[src/rtl/win_frame_reader_pkg.sv]
// ============================================================================
// Module  : win_frame_reader_pkg
// Brief   : Shared defaults, FSM state encoding and bit-reverse helper for the
//           window RAM frame reader.
// Rev     : 1.0  initial release
// ============================================================================
`default_nettype none

package win_frame_reader_pkg;

    localparam int DATA_W_DEF = 32;
    localparam int ADDR_W_DEF = 6;

    typedef enum logic [1:0] {
        ST_IDLE  = 2'd0,
        ST_FETCH = 2'd1,
        ST_DRAIN = 2'd2
    } wfr_state_e;

    // Reverses the low w bits of v; bits at and above w come back as zero.
    function automatic logic [15:0] bit_reverse(input logic [15:0] v, input int w);
        logic [15:0] r;
        r = '0;
        for (int i = 0; i < 16; i++) begin
            if (i < w) begin
                r[4'(i)] = v[4'(w - 1 - i)];
            end
        end
        return r;
    endfunction

endpackage

`default_nettype wire

[src/rtl/wfr_skid_fifo.sv]
// ============================================================================
// Module  : wfr_skid_fifo
// Brief   : Two-entry FIFO (skid buffer) holding {last, index, data} beats.
// Rev     : 1.0  initial release
// ============================================================================
`default_nettype none

module wfr_skid_fifo
    import win_frame_reader_pkg::*;
#(
    parameter int WIDTH = 39
) (
    input  logic             clk,
    input  logic             rst,
    input  logic             flush_i,
    input  logic             push_i,
    input  logic             pop_i,
    input  logic [WIDTH-1:0] din_i,
    output logic [WIDTH-1:0] dout_o,
    output logic             full_o,
    output logic             empty_o,
    output logic [1:0]       count_o
);

    logic [WIDTH-1:0] mem_q [2];
    logic             wr_q;
    logic             rd_q;
    logic [1:0]       count_q;
    logic [1:0]       count_d;
    logic             w_push;
    logic             w_pop;

    // A push into a full buffer is only taken when a pop frees a slot in the same cycle.
    always_comb begin
        w_pop   = pop_i & (count_q != 2'd0);
        w_push  = push_i & ((count_q != 2'd2) | w_pop);
        count_d = count_q + {1'b0, w_push} - {1'b0, w_pop};
    end

    always_ff @(posedge clk or posedge rst) begin
        if (rst) begin
            mem_q[0] <= '0;
            mem_q[1] <= '0;
            wr_q     <= 1'b0;
            rd_q     <= 1'b0;
            count_q  <= 2'd0;
        end else if (flush_i) begin
            wr_q     <= 1'b0;
            rd_q     <= 1'b0;
            count_q  <= 2'd0;
        end else begin
            if (w_push) begin
                mem_q[wr_q] <= din_i;
                wr_q        <= ~wr_q;
            end
            if (w_pop) begin
                rd_q <= ~rd_q;
            end
            count_q <= count_d;
        end
    end

    assign dout_o  = mem_q[rd_q];
    assign full_o  = (count_q == 2'd2);
    assign empty_o = (count_q == 2'd0);
    assign count_o = count_q;

endmodule

`default_nettype wire

[src/rtl/win_frame_reader.sv]
// ============================================================================
// Module  : win_frame_reader
// Brief   : Fetches one N-sample frame from the window RAM (natural or
//           bit-reversed order) and streams it out over valid/ready.
// Rev     : 1.0  initial release
// ============================================================================
`default_nettype none

module win_frame_reader
    import win_frame_reader_pkg::*;
#(
    parameter int DATA_W = DATA_W_DEF,
    parameter int ADDR_W = ADDR_W_DEF,
    parameter int BITREV = 1
) (
    input  logic              clk,
    input  logic              rst,
    input  logic              start_i,
    input  logic              abort_i,
    output logic              busy_o,
    output logic              done_o,
    output logic              ram_en_o,
    output logic [ADDR_W-1:0] ram_addr_o,
    input  logic [DATA_W-1:0] ram_dout_i,
    output logic              m_valid_o,
    input  logic              m_ready_i,
    output logic [DATA_W-1:0] m_data_o,
    output logic [ADDR_W-1:0] m_index_o,
    output logic              m_last_o
);

    localparam logic [ADDR_W:0] C_LAST = {1'b0, {ADDR_W{1'b1}}};
    localparam int              C_FW   = 1 + ADDR_W + DATA_W;

    wfr_state_e        state_q;
    logic [ADDR_W:0]   cnt_q;
    logic [ADDR_W:0]   cnt_d;
    logic              inflight_q;
    logic [ADDR_W-1:0] infl_idx_q;
    logic              infl_last_q;
    logic              done_q;

    logic              w_pop;
    logic              w_room;
    logic              w_issue;
    logic              w_fifo_full;
    logic              w_fifo_empty;
    logic [1:0]        w_fifo_count;
    logic [C_FW-1:0]   w_fifo_din;
    logic [C_FW-1:0]   w_fifo_dout;

    // A slot is free when fewer than two samples are held or in flight; a pop in
    // the same cycle also frees one, which sustains one beat per cycle.
    always_comb begin
        w_pop   = m_valid_o & m_ready_i;
        w_room  = w_pop | (~w_fifo_full & ~((w_fifo_count == 2'd1) & inflight_q));
        w_issue = (state_q == ST_FETCH) & ~cnt_q[ADDR_W] & w_room;
        if (BITREV != 0) begin
            ram_addr_o = ADDR_W'(bit_reverse(16'(cnt_q[ADDR_W-1:0]), ADDR_W));
        end else begin
            ram_addr_o = cnt_q[ADDR_W-1:0];
        end
        if ((state_q == ST_IDLE) && start_i) begin
            cnt_d = '0;
        end else if (w_issue) begin
            cnt_d = cnt_q + 1'b1;
        end else begin
            cnt_d = cnt_q;
        end
    end

    always_ff @(posedge clk or posedge rst) begin
        if (rst) begin
            state_q     <= ST_IDLE;
            cnt_q       <= '0;
            inflight_q  <= 1'b0;
            infl_idx_q  <= '0;
            infl_last_q <= 1'b0;
            done_q      <= 1'b0;
        end else if (abort_i) begin
            state_q     <= ST_IDLE;
            cnt_q       <= '0;
            inflight_q  <= 1'b0;
            done_q      <= 1'b0;
        end else begin
            done_q     <= 1'b0;
            inflight_q <= w_issue;
            cnt_q      <= cnt_d;
            if (w_issue) begin
                infl_idx_q  <= ram_addr_o;
                infl_last_q <= (cnt_q == C_LAST);
            end
            case (state_q)
                ST_IDLE: begin
                    if (start_i) begin
                        state_q <= ST_FETCH;
                    end
                end
                ST_FETCH: begin
                    if (w_issue && (cnt_q == C_LAST)) begin
                        state_q <= ST_DRAIN;
                    end
                end
                ST_DRAIN: begin
                    if (w_pop && m_last_o) begin
                        state_q <= ST_IDLE;
                        done_q  <= 1'b1;
                    end
                end
                default: state_q <= ST_IDLE;
            endcase
        end
    end

    assign w_fifo_din = {infl_last_q, infl_idx_q, ram_dout_i};

    // Abort flushes the buffer and drops the read still in flight.
    wfr_skid_fifo #(
        .WIDTH (C_FW)
    ) u_skid (
        .clk     (clk),
        .rst     (rst),
        .flush_i (abort_i),
        .push_i  (inflight_q),
        .pop_i   (w_pop),
        .din_i   (w_fifo_din),
        .dout_o  (w_fifo_dout),
        .full_o  (w_fifo_full),
        .empty_o (w_fifo_empty),
        .count_o (w_fifo_count)
    );

    assign ram_en_o  = w_issue;
    assign m_valid_o = ~w_fifo_empty;
    assign m_data_o  = w_fifo_dout[DATA_W-1:0];
    assign m_index_o = w_fifo_dout[DATA_W +: ADDR_W];
    assign m_last_o  = w_fifo_dout[C_FW-1];
    assign busy_o    = (state_q != ST_IDLE);
    assign done_o    = done_q;

endmodule

`default_nettype wire

[config.mk]
export PLATFORM = sky130hd
export DESIGN_NAME = win_frame_reader
export DESIGN_NICKNAME = d
export VERILOG_FILES = /design/src/rtl/win_frame_reader_pkg.sv /design/src/rtl/wfr_skid_fifo.sv /design/src/rtl/win_frame_reader.sv
export SDC_FILE = /design/constraint.sdc
export NUM_CORES = 1
export LEC_CHECK = 0
export BUFFER_PORTS_ARGS = -buffer_cell sky130_fd_sc_hd__buf_2
export CORE_MARGIN = 2
export CORE_UTILIZATION = 47
export DETAILED_ROUTE_END_ITERATION = 7
export PLACE_DENSITY = 0.8
export SLEW_MARGIN = 30
export SYNTH_ARGS = -nofsm -noshare
export SYNTH_HDL_FRONTEND = slang
export SYNTH_HIERARCHICAL = 1
export SYNTH_SLANG_ARGS = --single-unit
[constraint.sdc]
create_clock -name clk -period 4.4 [get_ports clk]
set_clock_uncertainty 0.2 [all_clocks]
set_input_delay 0.88 -clock clk [delete_from_list [all_inputs] [get_ports clk]]
set_output_delay 0.88 -clock clk [all_outputs]
set_load 0.05 [all_outputs]
==> summary.md, run 1 <==
| Metric | Value |
|---|---|
| Mux contribution to synthesized area | `between 30% and 40%` |
| Number of nets still failing antenna checks after routing | `0` |
| Largest net degree at the start of global routing | `a little over 60` |
| Number of fill cells | `787` |
| Clk network pwr share | `between 20% and 30%` |
| Detailed Place HPWL | `5540 um` |
| Die H | `~100 um` |
| Via/cell ratio | `between 5 and 6` |
| Number of I/O port buffers | `between 80 and 90` |
| Setup slack after placement | `~1.5 ns` |
| Critical path peak fanout | `40` |
| Req. time, crit path | `between 3 and 4 ns` |
| Drt first pass iters | `4` |
| Compound-Gate Fraction of Synth Area | `under 10%` |
| Synth area leaders | `dfrtp_1 55%, mux2_2 27%, mux2_4 4.3%` |
| Yosys Warn Count | `6` |
| CTS H-tree lvls | `3` |
| GPL Wtd Cong | `between 0.7 and 0.8` |
| Slew @ Worst Pin | `0.724 ns` |
| Synth Area in XOR/XNOR | `0.772%` |
| CP endpoint kind | `output pin` |
| Area Growth Syn to Fin | `14.7%` |
| Setup violations, final | `0` |
| GRT Total Usage | `between 10% and 20%` |
| Final Cycle Share | `around two thirds` |
| Post-Synth Simple-Gate Area | `between 5 and 6%` |
| Leakage power | `~2.6 nW` |
| Avg WL per Cell | `between 15 and 20 um` |
| Vias in the first global route | `about 3k` |
| Synth Flop Type | `dfrtp_1` |
| Final Hold Viols | `0` |
| Rel. slew slack | `51.7%` |
| RSZ-0062 raised after global routing | `no` |
| Part of the power in registers | `between 40 and 50%` |
| CTS tree | `done` |
| Final net count | `~430` |
| Sequential-to-total area share from yosys stat | `a little under three fifths` |
| Main combinational cell family by area after synthesis | `multiplexers` |
| Synth area leader | `dfrtp_1` |
| Post-CTS Resized | `0` |
| TritonCTS Sinks | `100` |
| Final min period | `slightly below 3 ns` |
| #FFs+latches synth | `100` |
| Hold Slack | `approximately 0.30 ns` |
| Worst setup path class | `reg -> out` |
| Asr flop ratio synth | `between 90% and 100%` |
| Root Buffer Master | `clkbuf_8` |
| Yosys cell types | `37` |
| Synth Area in Adders | `less than 1%` |
| Die ar. | `around 0.010 mm2` |
| Fmax | `around 340 MHz` |
| Internal cell power | `~1.6 mW` |
| Peak VDD IR | `between 0.15 and 0.2 mV` |
| Mapped Cells | `about 310` |
| Top cells by count, synth | `110 x mux2_2, 100 x dfrtp_1, 13 x mux2_4` |
| Pwr/cell area | `around 480 mW/mm2` |
| WP data arrival | `1.82 ns` |
| Fraction of layout cells with a size suffix above 1 | `just under 60%` |
| Drt initial violations | `66` |
| # rows | `35` |
| Max cap viols | `0` |
| Synth Cell Area | `0.00454 mm2` |
| Net switching fraction of the power | `a little over a third` |
| Clk Latency, worst-skew pair | `0.36 ns` |
| Syn_nets | `about 350` |
| Net Sw Power | `approximately 0.9 mW` |
| TNS Setup | `0 ns` |
| EDFF count, synth | `0` |
| Gr ovfl total | `0` |
| Final WL | `around 8000 um` |
| Outcome | `finished, final reports clean` |
| Fin. max-slew vios | `0` |
| Core area | `between 0.009 and 0.01 mm2` |
| CTS Buf Count | `9` |
| CTS Buffer Depth | `2` |
| Critical path launch point type | `register` |
| Global-route wire length before repair | `between 10,000 and 15,000 um` |
| Synth top area share | `roughly 55%` |
| Top-count cell post-synth | `mux2_2` |
| Initial Util | `about half` |
| Combinational power share | `roughly 33%` |
| Avg Inst Size Synth | `14.5 um2` |
| Initial antenna violation count | `0` |
| Vias | `between 2k and 3k` |
| Post-CTS Repair Setup Buffers | `0` |
| Hold Buf Count CTS | `0` |
| Fin util | `55.9%` |
| Hold WC Path Type | `reg -> reg` |
| Final setup margin | `approximately 1.5 ns` |
| Clock transition at path regs | `approximately 0.090 ns` |
| Die width | `about 100 um` |
| N_diodes | `0` |
| I/O Pins | `between 80 and 90` |
| DRC viols | `0` |
power groups by stage:
| stage | Clock, mW | Sequential [mW] | Combinational [mW] |
|---|---|---|---|
| 2_1_floorplan | 0 | 1.16 | 0.687 |
| 3_5_place_dp | 0 | 1.19 | 0.828 |
| 6_report | 0.527 | 1.17 | 0.822 |
| 4_1_cts | 0.550 | 1.17 | 0.831 |
| 5_1_grt | 0.584 | 1.19 | 0.872 |
| 3_3_place_gp | 0 | 1.17 | 0.815 |
routing by layer:
metal  part of all wire, %  wire length [um]  vias to the layer above  track usage (%)
met5                     0                 0                        -                0
li1                      -                 -                     1262                -
met1                    44              3550                     1378             20.5
met2                    51              4150                       71             28.9
met4                  0.77                63                        0             6.77
met3                   4.8               392                        8             3.76
cells by family (layout without fill, tap and decap cells):
family | Yosys count | in the layout
mux | 123 | 123
flops | 100 | 100
simple gates | 40 | 40
buf+inv | 27 | 110
compound gates | 17 | 17
xor+xnor | 4 | 4
fa+ha+maj | 3 | 3
stage by stage:
stage / area [um2] / total power, mW / std cells
after detailed placement: 5030 / 2.02 / 511
after global placement: 5030 / 1.99 / 511
after global routing: 5210 / 2.65 / 526
after floorplan: 4540 / 1.84 / 314
after CTS: 5210 / 2.55 / 526
final: 5210 / 2.52 / 526
state kept, by name, indices dropped and copies added (netlist names):
name	flops
done_o	1
inflight_q	1
u_skid/mem_q	78
infl_idx_q	6
infl_last_q	1
state_q	2
u_skid/wr_q	1
u_skid/count_o	2
u_skid/rd_q	1
cnt_q	7
path summary, 6_finish.rpt:
path                                         from               end  slack [ns]  cells past startpoint
worst max-delay path                  u_skid/rd_q      m_data_o[25]        1.50                      2
worst min-delay path             u_skid/mem_q[45]  u_skid/mem_q[45]        0.30                      1
worst max register to register  u_skid/count_o[1]  u_skid/mem_q[67]        1.82                      6
worst min register to register   u_skid/mem_q[45]  u_skid/mem_q[45]        0.30                      1
max in group asynchronous                     rst       u_skid/rd_q        2.90                      3
min in group asynchronous                     rst  u_skid/mem_q[71]        0.36                      2
cell type report:
class | count | area [um2] | area share, %
clock buffers | 12 | 155 | 2.98
clock inverters | 3 | 22.5 | 0.432
inverters | 8 | 35.0 | 0.672
multi-input cells | 187 | 1890 | 36.3
flip-flops and latches | 100 | 2510 | 48.1
well taps | 129 | 161 | 3.10
repair buffers | 87 | 440 | 8.45
worst max-delay path: stages, from the launching register on:
cell     delay, ns
dfrtp_4       0.81
mux2_2        0.41
buf_2         0.22
cells in the final DEF, fill, tap and decap left out, types with 2 or more instances in the layout:
cell,synthesis,routed
mux2_4,13,13
nor2b_1,4,4
nand3_1,3,2
a211o_1,2,2
buf_4,6,2
clkbuf_8,0,11
ha_1,3,3
xor2_1,2,2
nor2_1,12,12
o22ai_1,3,3
a21o_1,2,2
buf_2,6,85
nor3b_1,2,2
nor3_1,4,4
nand2_1,7,7
xnor2_1,2,2
dfrtp_1,100,99
a22o_1,3,3
clkinvlp_4,0,3
mux2_2,110,110
inv_1,8,7
Note: power is estimated with default switching activity, not from simulation.
==> inputs of run 2 (changes only) <==
==> constraint.sdc (replaced) <==
create_clock -name clk -period 2.81 [get_ports clk]
set_clock_uncertainty 0.2 [all_clocks]
set_input_delay 0.562 -clock clk [delete_from_list [all_inputs] [get_ports clk]]
set_output_delay 0.562 -clock clk [all_outputs]
set_load 0.05 [all_outputs]
==> summary.md, run 2 (synthesized netlist as in run 1, its figures left out) <==
| Metric | Value |
|---|---|
| Outcome | `finished, final reports clean` |
| CTS Buf Count | `9` |
| Fin util | `between 50% and 60%` |
| WP data arrival | `about 1.9 ns` |
| Total power draw | `roughly 4 mW` |
| Pwr/cell area | `755 mW/mm2` |
| Final WL | `about 8600 um` |
| Hold Buf Count CTS | `0` |
| Drt initial violations | `74` |
| CP endpoint kind | `output pin` |
| Final Cycle Share | `between 90% and 100%` |
| Fin. max-slew vios | `0` |
| CTS tree | `done` |
| Area Growth Syn to Fin | `16.7%` |
| Commonest non-fill, non-tap cell in the layout | `mux2_2` |
| Top reg by flops | `u_skid/mem_q` |
| TNS Setup | `0 ns` |
| Max cap viols | `0` |
| Peak VDD IR | `about 0.29 mV` |
| Non-Filler Instances | `532` |
| Hold Slack | `roughly 0.076 ns` |
| R2r worst-path depth | `10` |
| Biggest regs | `u_skid/mem_q: 78 flops, cnt_q: 7 flops, infl_idx_q: 6 flops` |
| RR Endpoint | `u_skid/count_o[1]` |
| Critical path peak fanout | `7` |
| Hold WC Path Type | `in -> async` |
| Cells after DPL | `roughly 520` |
| Critical path launch point type | `register` |
| Via/cell ratio | `roughly 5.2` |
| Clk Latency, worst-skew pair | `approximately 0.37 ns` |
| Gr ovfl total | `0` |
| Clock transition at path regs | `0.10 ns` |
| Setup violations, final | `0` |
| Reg-to-reg startpoint | `u_skid/count_o[1]` |
| Initial Util | `between 40% and 50%` |
| Detailed Place HPWL | `5960 um` |
| Commonest non-fill, non-tap cells in the layout | `110 x mux2_2, 99 x dfrtp_1, 85 x buf_2` |
| CTS Buffer Depth | `2` |
| I/O Pins | `86` |
| Avg WL per Cell | `16.1 um` |
| Fraction of layout cells with a size suffix above 1 | `approximately 60%` |
| Drt first pass iters | `4` |
| Vias in the first global route | `between 2k and 3k` |
| TritonCTS Sinks | `100` |
| Slew @ Worst Pin | `0.689 ns` |
| Root Buffer Master | `clkbuf_8` |
| Req. time, crit path | `between 2 and 2.5 ns` |
| Vias | `2,789` |
| Core area | `roughly 0.0093 mm2` |
| Largest register FFs | `78` |
| DRC viols | `0` |
| Final min period | `about 2.6 ns` |
| Die ar. | `0.0105 mm2` |
| Worst setup path class | `reg -> out` |
| Die H | `slightly above 100 um` |
| Fmax | `approximately 380 MHz` |
| GPL Wtd Cong | `approximately 0.8` |
| GRT Total Usage | `17.5%` |
| Leakage power | `2.63 nW` |
| RSZ-0062 raised after global routing | `no` |
| Die width | `102 um` |
| Flop2flop setup slack | `about 0.36 ns` |
| Final setup margin | `around 0.19 ns` |
| CTS H-tree lvls | `3` |
| Final instance area | `0.00530 mm2` |
| Number of I/O port buffers | `85` |
| Post-CTS Resized | `0` |
| Setup slack after placement | `~0.35 ns` |
| N_diodes | `0` |
| # rows | `35` |
| Global-route wire length before repair | `between 10,000 and 15,000 um` |
| Final net count | `roughly 440` |
| Final Hold Viols | `0` |
| Worst setup path startpoint | `u_skid/count_o[1]` |
| Rel. slew slack | `~54%` |
| Largest net degree at the start of global routing | `between 40 and 50` |
| Initial antenna violation count | `0` |
| Post-CTS Repair Setup Buffers | `0` |
| Number of nets still failing antenna checks after routing | `0` |
| Cell Area, Placed | `0.00512 mm2` |
==> run 2: power breakdown <==
group	switching, mW	internal, mW
Combinational	0.834	0.474
Sequential	0.130	1.70
Clock	0.513	0.354
==> run 2: worst max-delay path by stage <==
stage,end,depth (start not counted)
final,ram_en_o,4
after global routing,ram_en_o,4
after CTS,ram_en_o,4
after detailed placement,u_skid/count_o[1],10
after global placement,u_skid/count_o[1],10
after floorplan,u_skid/count_o[1],10
==> run 2: routing by layer <==
metal / global-route usage, % / up-vias / routed length [um]
met5: 0 / - / 0
met4: 6.87 / 0 / 140
met3: 4.10 / 13 / 493
met2: 29.6 / 80 / 4030
met1: 22.0 / 1412 / 3910
li1: - / 1284 / -
==> run 2: critical path: stages (launching register included) <==
cell     delay, ns
dfrtp_1       0.44
nor2b_1       0.17
a21oi_1       0.33
o31a_2        0.27
buf_2         0.28
==> run 2: layout make-up <==
cell class	count	area, um2
Clock buffer	10	138
Clock inverter	6	46.3
Fill cell	770	4030
Inverter	8	33.8
Multi-Input combinational cell	187	1890
Sequential cell	100	2500
Tap cell	129	161
Timing Repair Buffer	92	528
